==> config.mk <==
export PLATFORM = sky130hd
export DESIGN_NAME = ps2_keyboard_tx
export DESIGN_NICKNAME = d
export VERILOG_FILES = /design/src/rtl/ps2_keyboard_tx.sv
export SDC_FILE = /design/constraint.sdc
export NUM_CORES = 1
export LEC_CHECK = 0
export ABC_AREA = 1
export BUFFER_PORTS_ARGS = -buffer_cell sky130_fd_sc_hd__buf_2
export CAP_MARGIN = 10
export CELL_PAD_IN_SITES_DETAIL_PLACEMENT = 1
export CELL_PAD_IN_SITES_GLOBAL_PLACEMENT = 1
export CORE_ASPECT_RATIO = 0.8
export CORE_MARGIN = 2
export CORE_UTILIZATION = 45
export CTS_BUF_LIST = sky130_fd_sc_hd__clkbuf_4
export CTS_CLUSTER_DIAMETER = 40
export CTS_CLUSTER_SIZE = 8
export DETAILED_ROUTE_END_ITERATION = 8
export GPL_TIMING_DRIVEN = 0
export PLACE_DENSITY = 0.87
export SKIP_LAST_GASP = 1
export SYNTH_ARGS = -nofsm -noshare
export SYNTH_HDL_FRONTEND = slang
export SYNTH_SLANG_ARGS = --single-unit
==> constraint.sdc <==
create_clock -name clk -period 2.4 [get_ports clk]
set_input_delay 0.12 -clock clk [delete_from_list [all_inputs] [get_ports clk]]
set_output_delay 0.12 -clock clk [all_outputs]
set_load 0.03 [all_outputs]
==> src/rtl/ps2_keyboard_tx.sv <==
// PS/2 keyboard emulator: turns key events into Set-2 byte sequences and
// drives them as 11-bit device-to-host frames on ps2_clk/ps2_data.
// Optional build macro PS2_EXT_EN: key_ext=1 prepends an E0 byte.
module ps2_keyboard_tx #(
  parameter int unsigned CLK_DIV    = 50,
  parameter int unsigned GAP_CYCLES = 100
) (
  input  logic       clk,
  input  logic       rst,
  input  logic       key_valid,
  output logic       key_ready,
  input  logic [7:0] key_code,
  input  logic       key_release,
  input  logic       key_ext,
  output logic       ps2_clk,
  output logic       ps2_data,
  output logic       busy,
  output logic [7:0] byte_cnt
);

  localparam int unsigned DIV_W = (CLK_DIV > 1) ? $clog2(CLK_DIV) : 1;
  localparam int unsigned GAP_W = (GAP_CYCLES > 1) ? $clog2(GAP_CYCLES) : 1;
`ifdef PS2_EXT_EN
  localparam int unsigned QD = 3;
`else
  localparam int unsigned QD = 2;
`endif

  typedef enum logic [1:0] {IDLE, LOAD, FRAME, GAP} state_t;

  state_t                state_q, state_d;
  logic [QD-1:0][7:0]    q_q, q_d;
  logic [1:0]            q_cnt_q, q_cnt_d;
  logic [10:0]           frame_q, frame_d;
  logic [3:0]            bit_q, bit_d;
  logic                  phase_q, phase_d;
  logic [DIV_W-1:0]      div_q, div_d;
  logic [GAP_W-1:0]      gap_q, gap_d;
  logic                  ps2_clk_d, ps2_data_d;
  logic [7:0]            byte_cnt_d;

`ifndef PS2_EXT_EN
  logic unused_key_ext;
  assign unused_key_ext = key_ext;
`endif

  // State, datapath and output registers
  always_ff @(posedge clk or negedge rst) begin
    if (!rst) begin
      state_q   <= IDLE;
      q_q       <= '0;
      q_cnt_q   <= 2'd0;
      frame_q   <= '1;
      bit_q     <= 4'd0;
      phase_q   <= 1'b0;
      div_q     <= '0;
      gap_q     <= '0;
      ps2_clk   <= 1'b1;
      ps2_data  <= 1'b1;
      byte_cnt  <= 8'd0;
      key_ready <= 1'b1;
      busy      <= 1'b0;
    end else begin
      state_q   <= state_d;
      q_q       <= q_d;
      q_cnt_q   <= q_cnt_d;
      frame_q   <= frame_d;
      bit_q     <= bit_d;
      phase_q   <= phase_d;
      div_q     <= div_d;
      gap_q     <= gap_d;
      ps2_clk   <= ps2_clk_d;
      ps2_data  <= ps2_data_d;
      byte_cnt  <= byte_cnt_d;
      key_ready <= (state_d == IDLE);
      busy      <= (state_d != IDLE);
    end
  end

  // Next-state and next-output logic
  always_comb begin
    state_d    = state_q;
    q_d        = q_q;
    q_cnt_d    = q_cnt_q;
    frame_d    = frame_q;
    bit_d      = bit_q;
    phase_d    = phase_q;
    div_d      = div_q;
    gap_d      = gap_q;
    ps2_clk_d  = ps2_clk;
    ps2_data_d = ps2_data;
    byte_cnt_d = byte_cnt;

    unique case (state_q)
      IDLE: begin
        ps2_clk_d  = 1'b1;
        ps2_data_d = 1'b1;
        if (key_valid) begin
          // Queue head is element 0; bytes leave in index order
          q_d = '0;
`ifdef PS2_EXT_EN
          if (key_ext && key_release) begin
            q_d[0] = 8'hE0; q_d[1] = 8'hF0; q_d[2] = key_code; q_cnt_d = 2'd3;
          end else if (key_ext) begin
            q_d[0] = 8'hE0; q_d[1] = key_code; q_cnt_d = 2'd2;
          end else
`endif
          if (key_release) begin
            q_d[0] = 8'hF0; q_d[1] = key_code; q_cnt_d = 2'd2;
          end else begin
            q_d[0] = key_code; q_cnt_d = 2'd1;
          end
          state_d = LOAD;
        end
      end

      LOAD: begin
        frame_d    = {1'b1, ~^q_q[0], q_q[0], 1'b0};
        q_d        = (QD*8)'(q_q >> 8);
        q_cnt_d    = q_cnt_q - 2'd1;
        bit_d      = 4'd0;
        phase_d    = 1'b0;
        div_d      = '0;
        ps2_clk_d  = 1'b1;
        ps2_data_d = 1'b0;
        state_d    = FRAME;
      end

      FRAME: begin
        if (div_q == DIV_W'(CLK_DIV - 1)) begin
          div_d = '0;
          if (!phase_q) begin
            phase_d   = 1'b1;
            ps2_clk_d = 1'b0;
          end else if (bit_q == 4'd10) begin
            ps2_clk_d  = 1'b1;
            ps2_data_d = 1'b1;
            byte_cnt_d = byte_cnt + 8'd1;
            gap_d      = '0;
            state_d    = GAP;
          end else begin
            // Data moves only at the start of a high phase
            bit_d      = bit_q + 4'd1;
            phase_d    = 1'b0;
            frame_d    = frame_q >> 1;
            ps2_clk_d  = 1'b1;
            ps2_data_d = frame_q[1];
          end
        end else begin
          div_d = div_q + DIV_W'(1);
        end
      end

      GAP: begin
        ps2_clk_d  = 1'b1;
        ps2_data_d = 1'b1;
        if (gap_q == GAP_W'(GAP_CYCLES - 1)) begin
          state_d = (q_cnt_q != 2'd0) ? LOAD : IDLE;
        end else begin
          gap_d = gap_q + GAP_W'(1);
        end
      end

      default: state_d = IDLE;
    endcase
  end

endmodule

==> flow_metrics.env <==
export IMPL_outcome="finished clean"
export IMPL_worst_path_most_repeated_cell="nand2_1"
export IMPL_finalSetupViolations=0
export IMPL_drt_total_wl_mm=8.24
export IMPL_r2r_worst_path_cells=10
export IMPL_fmax_ghz=0.517
export IMPL_dieHeight_um=80.5
export IMPL_cts_hold_buffers_added=10
export IMPL_crit_buf_inv=2
export IMPL_grt_pass1_wl_mm=14.3
export IMPL_startpoint_type="register"
export IMPL_core_um2=6990
export IMPL_final_nets=483
export IMPL_hpwl_mm=5.80
export IMPL_p_sw_frac=0.223
export IMPL_ctsHtreeMaxLevel=3
export IMPL_crit_cells=10
export IMPL_clock_skew_ns=0.0190
export IMPL_grt_antenna_before_repair=0
export IMPL_leakage_uw=0.00193
export IMPL_tritoncts="built"
export IMPL_cts_made_buffers=9
export IMPL_setup_tns_ns=0
export IMPL_yosys_top_cells_count="nand2_1 (135), dfrtp_1 (47), inv_1 (47)"
export IMPL_post_route_drc_count=0
export IMPL_critPathTopFamily="simple AND/OR/NAND/NOR gates"
export IMPL_fillers=881
export IMPL_clkLatencyLatePin_ns=0.42
export IMPL_yosysMostFrequentCell="nand2_1"
export IMPL_period_share=0.805
export IMPL_drtPass1Iterations=4
export IMPL_rsz0062_at_grt="no"
export IMPL_finalPower_uw=1910
export IMPL_synth_area_leaders="dfrtp_1 (36%), nand2_1 (15%), dfstp_2 (10%), o21ai_0 (5.6%), inv_1 (5.4%)"
export IMPL_clk_pin_slew_ns=0.11
export IMPL_power_frac_clock=0.431
export IMPL_hold_violations=0
export IMPL_worstPathMaxFanout=8
export IMPL_dieArea_um2=8020
export IMPL_vias=2860
export IMPL_grt_ovfl_total=0
export IMPL_place_congestion=0.774
export IMPL_synth_warnings=0
export IMPL_power_frac_comb=0.034
export IMPL_cts_root_buf="clkbuf_4"
export IMPL_crit_path_top_delay_cell="dfrtp_1"
export IMPL_synth_ff_type="dfrtp_1"
export IMPL_portBuffers=23
export IMPL_grt_pass1_vias=2936
export IMPL_drive_above_1_share=0.181
export IMPL_synthArstFlopShare=1.00
export IMPL_hold_path_cell_count=6
export IMPL_vias_per_cell=5.20
export IMPL_synth_cell_types=31
export IMPL_p_int_uw=1490
export IMPL_p_sw_uw=426
export IMPL_initial_core_util=0.471
export IMPL_rows=27
export IMPL_clockBufferDepth=2
export IMPL_grt_use_total=0.229
export IMPL_cp_cell_sequence="inv_1 > ha_1 > buf_4 > nand4_4 > nor2_1 > nand2_1 > nor2_2 > nand2_1 > nand2_1 > nand2_1"
export IMPL_slowest_delay_ns=0.42
export IMPL_utilization=0.542
export IMPL_seqCellArea_um2=1520
export IMPL_yosysTopAreaCell="dfrtp_1"
export IMPL_ir_drop_mv=0.264
export IMPL_min_path_type="in2reg"
export IMPL_ys_ff_latch=60
export IMPL_cts_repair_resized=0
export IMPL_syn_avg_cell_area_um2=7.97
export IMPL_drv_cap=0
export IMPL_end_kind="register"
export IMPL_dp_cells=524
export IMPL_period_needed_ns=1.93
export IMPL_relSlewSlack=0.553
export IMPL_die_w_um=99.6
export IMPL_clock_sinks=60
export IMPL_drv_slew=0
export IMPL_p_seq_frac=0.535
export IMPL_antenna_left=0
export IMPL_synth_enable_flop_cells=0
export IMPL_worst_slew_pin_slew_ns=0.671
export IMPL_stdcell_count=550
export IMPL_diodes=0
export IMPL_grt_max_degree=34
export IMPL_critPathKind="reg2reg"
export IMPL_synth_nets=438
export IMPL_multi_input_area_um2=1510
export IMPL_post_cts_repair_setup_buffers=0
export IMPL_syn_area_um2=3290
export IMPL_syn_instance_count=413
export IMPL_yosysTopAreaCellShare=0.357
export IMPL_pwr_density_cell_nw_per_um2=504
export IMPL_yosysSeqAreaShare=0.461
export IMPL_drtIter0Drc=103
export IMPL_routedWlPerCell_um=15.0
export IMPL_area_growth_pct=15.3
export IMPL_design_portCount=25
export IMPL_cp_required_ns=2.71
export IMPL_arrival_ns=2.24
power by group through the flow:
| stage | clock, uW | sequential (uW) | combinational (uW) |
|---|---|---|---|
| after floorplan | 0 | 1040 | 13.4 |
| after global placement | 0 | 1040 | 48.5 |
| after detailed placement | 0 | 1040 | 53.8 |
| after CTS | 846 | 1020 | 66.7 |
| after global routing | 881 | 1020 | 75.9 |
| final | 824 | 1020 | 65.3 |
stage by stage:
stage / hold WS, ns / setup WS (ns) / instance area, um^2
floorplan: -0.176 / 0.856 / 3290
global placement: 0.371 / 0.637 / 3510
detailed placement: 0.194 / 0.540 / 3530
CTS: 0.177 / 0.475 / 3790
global route: 0.262 / 0.259 / 3790
finish: 0.206 / 0.467 / 3790
registers in the layout, summed over array words and instances, names as in the netlist, 2 cells and up:
name	flops
div_q	6
byte_cnt	8
q_cnt_q	2
bit_q	4
q_q	16
state_q	2
gap_q	7
frame_q	10
cells in the final DEF (no fill, tap or decap), types with 3 or more instances in the layout:
| cell | instances |
|---|---|
| a21oi_1 | 5 |
| o21ai_0 | 37 |
| xor2_1 | 9 |
| nor2_4 | 4 |
| nand2_1 | 135 |
| nand4_1 | 3 |
| o221ai_1 | 4 |
| o21ai_1 | 3 |
| nor3_1 | 3 |
| clkbuf_4 | 11 |
| buf_2 | 27 |
| nand2_4 | 3 |
| dlygate4sd3_1 | 10 |
| inv_2 | 4 |
| dfrtp_1 | 47 |
| nand3_1 | 27 |
| o21ai_2 | 6 |
| xnor2_1 | 3 |
| dfstp_2 | 13 |
| nor2_1 | 24 |
| clkbuf_1 | 3 |
| ha_1 | 12 |
| inv_1 | 47 |
worst register-to-register path: stages (launching register included):
cell and delay (ns):
dfrtp_1 0.42, inv_1 0.13, ha_1 0.17, buf_4 0.18
nand4_4 0.15, nor2_1 0.13, nand2_1 0.20, nor2_2 0.23
nand2_1 0.09, nand2_1 0.07, nand2_1 0.05
cells by family after synthesis:
kind of cell / synth area share
AO/OA/AOI/OAI: 0.101
XOR/XNOR: 0.0319
adder cells (fa/ha/maj): 0.0456
buffers and inverters: 0.0791
flip-flops: 0.461
AND/OR/NAND/NOR: 0.281
area by class of cell:
class,count,share of cell area
Buffer,11,0.0181
Clock buffer,11,0.0218
Clock inverter,5,0.0201
Inverter,51,0.0505
Multi-Input combinational cell,291,0.399
Sequential cell,60,0.400
Tap cell,87,0.0287
Timing Repair Buffer,34,0.0620
routing by layer:
metal / wire length, um / track usage / vias up
li1: - / - / 1398
met1: 3860 / 0.305 / 1411
met2: 4030 / 0.380 / 45
met3: 286 / 0.0540 / 6
met4: 61 / 0.0534 / 0
met5: 0 / 0 / -
final timing paths:
path	slack, ns	endpoint	start
max in group asynchronous	1.45	frame_q[10]$_DFFE_PN1P_	rst
hold reg to reg	0.47	frame_q[2]$_DFFE_PN1P_	frame_q[2]$_DFFE_PN1P_
min in group asynchronous	0.27	gap_q[1]$_DFFE_PN0P_	rst
setup / recovery	0.47	byte_cnt[4]$_DFFE_PN0P_	state_q[0]$_DFF_PN0_
hold / removal	0.21	q_q[3]$_DFFE_PN0P_	key_release
setup reg to reg	0.47	byte_cnt[4]$_DFFE_PN0P_	state_q[0]$_DFF_PN0_
No activity file was read; power rests on OpenSTA's default activity.
